$ cat config.mk
export PLATFORM = sky130hd
export DESIGN_NAME = char_buffer_arbiter
export DESIGN_NICKNAME = d
export VERILOG_FILES = /design/src/rtl/char_buffer_pkg.sv /design/src/rtl/char_fill_seq.sv /design/src/rtl/char_buffer_arbiter.sv
export SDC_FILE = /design/constraint.sdc
export NUM_CORES = 1
export LEC_CHECK = 0
export BUFFER_PORTS_ARGS = -buffer_cell sky130_fd_sc_hd__buf_2
export CORE_UTILIZATION = 49
export CTS_BUF_LIST = sky130_fd_sc_hd__clkbuf_4 sky130_fd_sc_hd__clkbuf_8
export CTS_CLUSTER_DIAMETER = 30
export CTS_CLUSTER_SIZE = 16
export DETAILED_ROUTE_END_ITERATION = 10
export PLACE_DENSITY = 0.82
export SLEW_MARGIN = 10
export SYNTH_ARGS = -nofsm -noshare
export SYNTH_HDL_FRONTEND = slang
export SYNTH_SLANG_ARGS = --single-unit
$ cat constraint.sdc
create_clock -name clk -period 3.2 [get_ports clk]
set_input_delay 0.32 -clock clk [delete_from_list [all_inputs] [get_ports clk]]
set_output_delay 0.32 -clock clk [all_outputs]
set_load 0.02 [all_outputs]
$ cat src/rtl/char_buffer_pkg.sv
// rtl/char_buffer_pkg.sv - shared sizes, fill character and fill FSM encoding
package char_buffer_pkg;

  localparam int ADDR_WIDTH  = 11;
  localparam int DATA_WIDTH  = 8;
  localparam int COLS        = 80;
  localparam int ROWS        = 25;
  localparam int SCREEN_SIZE = COLS * ROWS;

  localparam logic [7:0] BLANK_CHAR = 8'h20;

  typedef enum logic {
    IDLE = 1'b0,
    FILL = 1'b1
  } fill_state_e;

endpackage

$ cat src/rtl/char_fill_seq.sv
// rtl/char_fill_seq.sv - block-fill sequencer: latches a range, clamps it to the screen, walks it
module char_fill_seq #(
  parameter int ADDR_WIDTH  = char_buffer_pkg::ADDR_WIDTH,
  parameter int DATA_WIDTH  = char_buffer_pkg::DATA_WIDTH,
  parameter int SCREEN_SIZE = char_buffer_pkg::SCREEN_SIZE
) (
  input  logic                  clk,
  input  logic                  reset,
  input  logic                  start,
  input  logic [ADDR_WIDTH-1:0] from,
  input  logic [ADDR_WIDTH-1:0] to,
  input  logic [DATA_WIDTH-1:0] char_in,
  input  logic                  stall,
  output logic                  busy,
  output logic                  done,
  output logic                  req,
  output logic [ADDR_WIDTH-1:0] addr,
  output logic [DATA_WIDTH-1:0] data
);
  import char_buffer_pkg::*;

  localparam logic [ADDR_WIDTH-1:0] LAST_CELL = ADDR_WIDTH'(SCREEN_SIZE - 1);

  fill_state_e           state_q, state_d;
  logic [ADDR_WIDTH-1:0] ptr_q, ptr_d;
  logic [ADDR_WIDTH-1:0] last_q, last_d;
  logic [ADDR_WIDTH-1:0] clamped;
  logic [DATA_WIDTH-1:0] char_q, char_d;
  logic                  done_q, done_d;

  always_comb begin
    state_d = state_q;
    ptr_d   = ptr_q;
    last_d  = last_q;
    char_d  = char_q;
    done_d  = 1'b0;
    clamped = (to > LAST_CELL) ? LAST_CELL : to;
    case (state_q)
      IDLE: begin
        if (start) begin
          char_d = char_in;
          last_d = clamped;
          // An empty range still reports completion so the decoder can move on.
          if (from > clamped) begin
            done_d = 1'b1;
          end else begin
            ptr_d   = from;
            state_d = FILL;
          end
        end
      end
      FILL: begin
        if (!stall) begin
          if (ptr_q == last_q) begin
            state_d = IDLE;
            done_d  = 1'b1;
          end else begin
            ptr_d = ptr_q + 1'b1;
          end
        end
      end
      default: state_d = IDLE;
    endcase
  end

  always_ff @(posedge clk) begin
    if (reset) begin
      state_q <= IDLE;
      ptr_q   <= '0;
      last_q  <= '0;
      char_q  <= '0;
      done_q  <= 1'b0;
    end else begin
      state_q <= state_d;
      ptr_q   <= ptr_d;
      last_q  <= last_d;
      char_q  <= char_d;
      done_q  <= done_d;
    end
  end

  assign busy = (state_q == FILL);
  assign req  = (state_q == FILL);
  assign done = done_q;
  assign addr = ptr_q;
  assign data = char_q;

endmodule

$ cat src/rtl/char_buffer_arbiter.sv
// rtl/char_buffer_arbiter.sv - single-port char RAM arbiter: video reads over fill over host writes
module char_buffer_arbiter #(
  parameter int ADDR_WIDTH  = char_buffer_pkg::ADDR_WIDTH,
  parameter int DATA_WIDTH  = char_buffer_pkg::DATA_WIDTH,
  parameter int SCREEN_SIZE = char_buffer_pkg::SCREEN_SIZE
) (
  input  logic                  clk,
  input  logic                  reset,
  input  logic                  vid_req,
  input  logic [ADDR_WIDTH-1:0] vid_addr,
  output logic                  vid_valid,
  output logic [DATA_WIDTH-1:0] vid_data,
  input  logic                  wr_req,
  input  logic [ADDR_WIDTH-1:0] wr_addr,
  input  logic [DATA_WIDTH-1:0] wr_data,
  output logic                  wr_ack,
  input  logic                  fill_start,
  input  logic [ADDR_WIDTH-1:0] fill_from,
  input  logic [ADDR_WIDTH-1:0] fill_to,
  input  logic [DATA_WIDTH-1:0] fill_char,
  output logic                  fill_busy,
  output logic                  fill_done,
  output logic [ADDR_WIDTH-1:0] mem_addr,
  output logic [DATA_WIDTH-1:0] mem_din,
  output logic                  mem_we,
  input  logic [DATA_WIDTH-1:0] mem_dout
);
  import char_buffer_pkg::*;

  logic                  seq_req;
  logic [ADDR_WIDTH-1:0] seq_addr;
  logic [DATA_WIDTH-1:0] seq_data;
  logic                  vid_valid_q, vid_valid_d;

  char_fill_seq #(
    .ADDR_WIDTH (ADDR_WIDTH),
    .DATA_WIDTH (DATA_WIDTH),
    .SCREEN_SIZE(SCREEN_SIZE)
  ) u_fill (
    .clk    (clk),
    .reset  (reset),
    .start  (fill_start),
    .from   (fill_from),
    .to     (fill_to),
    .char_in(fill_char),
    .stall  (vid_req),
    .busy   (fill_busy),
    .done   (fill_done),
    .req    (seq_req),
    .addr   (seq_addr),
    .data   (seq_data)
  );

  // Host writes wait for the whole fill so a later character cannot be erased by an earlier clear.
  always_comb begin
    mem_addr    = vid_addr;
    mem_din     = wr_data;
    mem_we      = 1'b0;
    wr_ack      = 1'b0;
    vid_valid_d = vid_req;
    if (!reset && !vid_req) begin
      if (seq_req) begin
        mem_addr = seq_addr;
        mem_din  = seq_data;
        mem_we   = 1'b1;
      end else if (wr_req && !fill_busy) begin
        mem_addr = wr_addr;
        mem_we   = 1'b1;
        wr_ack   = 1'b1;
      end
    end
  end

  always_ff @(posedge clk) begin
    if (reset) begin
      vid_valid_q <= 1'b0;
    end else begin
      vid_valid_q <= vid_valid_d;
    end
  end

  assign vid_valid = vid_valid_q;
  assign vid_data  = mem_dout;

endmodule

==> flow_metrics.env <==
export IMPL_syn2layout_area_growth_pct=23.12
export IMPL_grt_overflow_total=0
export IMPL_ys_ff_latch=33
export IMPL_min_delay_start="fill_char[6]"
export IMPL_hold_buffers=0
export IMPL_crit_type="in -> reg"
export IMPL_ir_worst_vdd_uv=264.7
export IMPL_portBuffers=88
export IMPL_seq_area_um2=660.6
export IMPL_avgRoutedWirePerCell_um=14.97
export IMPL_clock_path_buffers=2
export IMPL_drc=0
export IMPL_hold_depth=3
export IMPL_synthTopCellsByArea="dfxtp_1 27%, nand2_1 11%, a21oi_1 7.5%"
export IMPL_grt_max_degree=35
export IMPL_globalplace_congestion=0.9517
export IMPL_clkTransAtPathRegs_ps=70
export IMPL_p_comb_frac=0.284
export IMPL_hold_ws_ps=259.9
export IMPL_antenna_found_initial=0
export IMPL_cts_resized=0
export IMPL_netSwitchingFraction=0.3248
export IMPL_r2r_end="u_fill.addr[8]"
export IMPL_clock_latency_ps=290
export IMPL_synth_flop_cell="dfxtp_1"
export IMPL_power_sequential_fraction=0.364
export IMPL_leakage_nw=1.401
export IMPL_async_reset_ff_frac=0
export IMPL_grt_pass1_wl_mm=11.74
export IMPL_slew_viol_final=0
export IMPL_dieArea_um2=5210
export IMPL_crit_path_end_kind="register"
export IMPL_clkPwrFrac=0.352
export IMPL_rsz0062_at_grt="no"
export IMPL_die_height_um=72.18
export IMPL_power_density_nw_per_um2=450.0
export IMPL_yosysMostFrequentCell="nand2_1"
export IMPL_diodes=0
export IMPL_drive_gt1_frac=0.2747
export IMPL_wirelength_mm=7.214
export IMPL_dp_hpwl_mm=5.256
export IMPL_worstHoldPathType="in -> reg"
export IMPL_synth_seq_area_share=0.2737
export IMPL_cts_sinks=33
export IMPL_maxSlewHeadroom=0.4605
export IMPL_internal_power_w=0.0009028
export IMPL_first_global_vias=2492
export IMPL_multi_input_area_um2=1582
export IMPL_syn_cell_area_um2=2414
export IMPL_skew_ps=4.639
export IMPL_outcome="finished, final reports clean"
export IMPL_hold_violations=0
export IMPL_p_total_w=0.001337
export IMPL_nFillCells=426
export IMPL_worst_pin_slew_ps=806.3
export IMPL_finalCritPeriodShare=0.8587
export IMPL_synth_top_area_cell="dfxtp_1"
export IMPL_crit_arrival_ps=2910
export IMPL_cts_made_buffers=5
export IMPL_ys_top_cells_by_count="72 x nand2_1, 40 x nor2_1, 36 x a21oi_1"
export IMPL_drv_cap=0
export IMPL_yosys_area_top_type_share=0.2737
export IMPL_coreArea_um2=4723
export IMPL_synth_edf_count=0
export IMPL_tns_ps=0
export IMPL_cts_setup_buffers=0
export IMPL_fp_row_count=25
export IMPL_max_freq_mhz=363.9
export IMPL_io_pins=105
export IMPL_dieWidth_um=72.18
export IMPL_vias=2738
export IMPL_reg2reg_setup_slack_ps=1250
export IMPL_final_nets=499
export IMPL_cts_tree="built"
export IMPL_synth_nets=426
export IMPL_min_period_ps=2748
export IMPL_rr_worst_depth=7
export IMPL_setup_viol=0
export IMPL_worst_path_max_fanout=9
export IMPL_root_buffer="clkbuf_8"
export IMPL_min_to="u_fill.data[6]"
export IMPL_worstSetupStartpointType="input port"
export IMPL_grtUsageTotal=0.2900
export IMPL_yosysWarnings=0
export IMPL_firstDrtPassIters=4
export IMPL_reg2reg_from="u_fill.addr[0]"
export IMPL_start_util=0.5110
export IMPL_ant_nets=0
export IMPL_drt_first_iter_violations=174
export IMPL_syn_inst=341
export IMPL_drt_vias_per_instance=5.680
export IMPL_switchingPower_w=0.0004343
export IMPL_synth_cell_types=48
export IMPL_synth_avg_cell_area_um2=7.078
export IMPL_htreeDepth=2
export IMPL_required_ps=3360
-- through the flow --
| stage | cell area (µm²) | util | worst slack [ps] | cells |
|---|---|---|---|---|
| after detailed placement | 2838 | 0.6008 | 273.9 | 474 |
| after global routing | 2972 | 0.6291 | 227.4 | 482 |
| after floorplan | 2414 | - | 736.7 | 341 |
| after global placement | 2838 | 0.6008 | 446.5 | 474 |
| final | 2972 | 0.6291 | 452.0 | 482 |
| after CTS | 2972 | 0.6291 | 442.1 | 482 |
-- sequential cells by signal, indices dropped and copies added, names as in the netlist --
name,cells
u_fill.last_q,11
vid_valid,1
u_fill.addr,11
u_fill.done,1
u_fill.busy,1
u_fill.data,8
-- final cells by class --
type                       instances  share of cell area
inverter                          11             0.01389
clock buffer                       5             0.02316
multi-input combinational        271              0.5322
clock inverter                     3             0.02189
tap                               67             0.02821
timing repair buffer              92              0.1583
sequential                        33              0.2223
-- worst max-delay path, cell delays in order --
cell and delay [ps]:
buf_2 100, inv_1 60, nor3_1 280, o2111ai_1 300, nand2_1 140, ha_1 240, a21oi_1 160, o21ai_1 140
a2111oi_4 430, nor3_2 180, o311ai_0 420, o31ai_1 130
-- kinds of logic after synthesis --
family | synth area share
AO/OA/AOI/OAI | 0.2696
XOR/XNOR | 0.03992
adder cells (fa/ha/maj) | 0.06221
buffers and inverters | 0.07102
flip-flops | 0.2737
multiplexers | 0.004147
AND/OR/NAND/NOR | 0.2794
-- cell usage in the layout (no fill, tap or decap), types with 2 or more instances in the layout --
cell	n
nand2_1	72
dfxtp_1	33
inv_1	9
buf_4	4
o32ai_1	2
ha_1	12
a21oi_1	36
o22ai_1	12
clkinv_1	2
and3_1	4
a22oi_1	3
o21ai_0	13
a211oi_1	7
buf_2	88
nand3_1	4
o311ai_0	5
or2_2	3
bufinv_16	2
xor2_1	11
nor2_1	40
o31ai_1	6
nand2b_1	2
nor3_1	7
nor2b_1	3
nand4_1	6
clkbuf_8	5
-- worst max path at each step --
| stage | from | to | slack (ps) | cells after the start |
|---|---|---|---|---|
| 6_report | fill_to[9] | u_fill.addr[7] | 450 | 12 |
| 5_1_grt | fill_to[6] | u_fill.addr[10] | 230 | 12 |
| 4_1_cts | fill_to[9] | u_fill.addr[7] | 440 | 12 |
| 3_5_place_dp | fill_to[9] | u_fill.addr[3] | 270 | 12 |
| 3_3_place_gp | fill_to[9] | u_fill.addr[9] | 450 | 12 |
| 2_1_floorplan | fill_to[6] | u_fill.addr[3] | 740 | 11 |
-- metal layers --
layer	routed length, µm	GRT usage
met1	2966	0.3512
met2	3465	0.4870
met3	572	0.06806
met4	210	0.1329
met5	0	0
-- power by group through the flow --
stage | Clock, W | Sequential, W | Combinational (W)
after floorplan | 0 | 0.000481 | 0.000268
after global placement | 0 | 0.000493 | 0.000366
after detailed placement | 0 | 0.000494 | 0.000373
after CTS | 0.000474 | 0.000485 | 0.000378
after global routing | 0.000489 | 0.000489 | 0.000420
final | 0.000471 | 0.000486 | 0.000379
(Power assumes the default switching activity.)
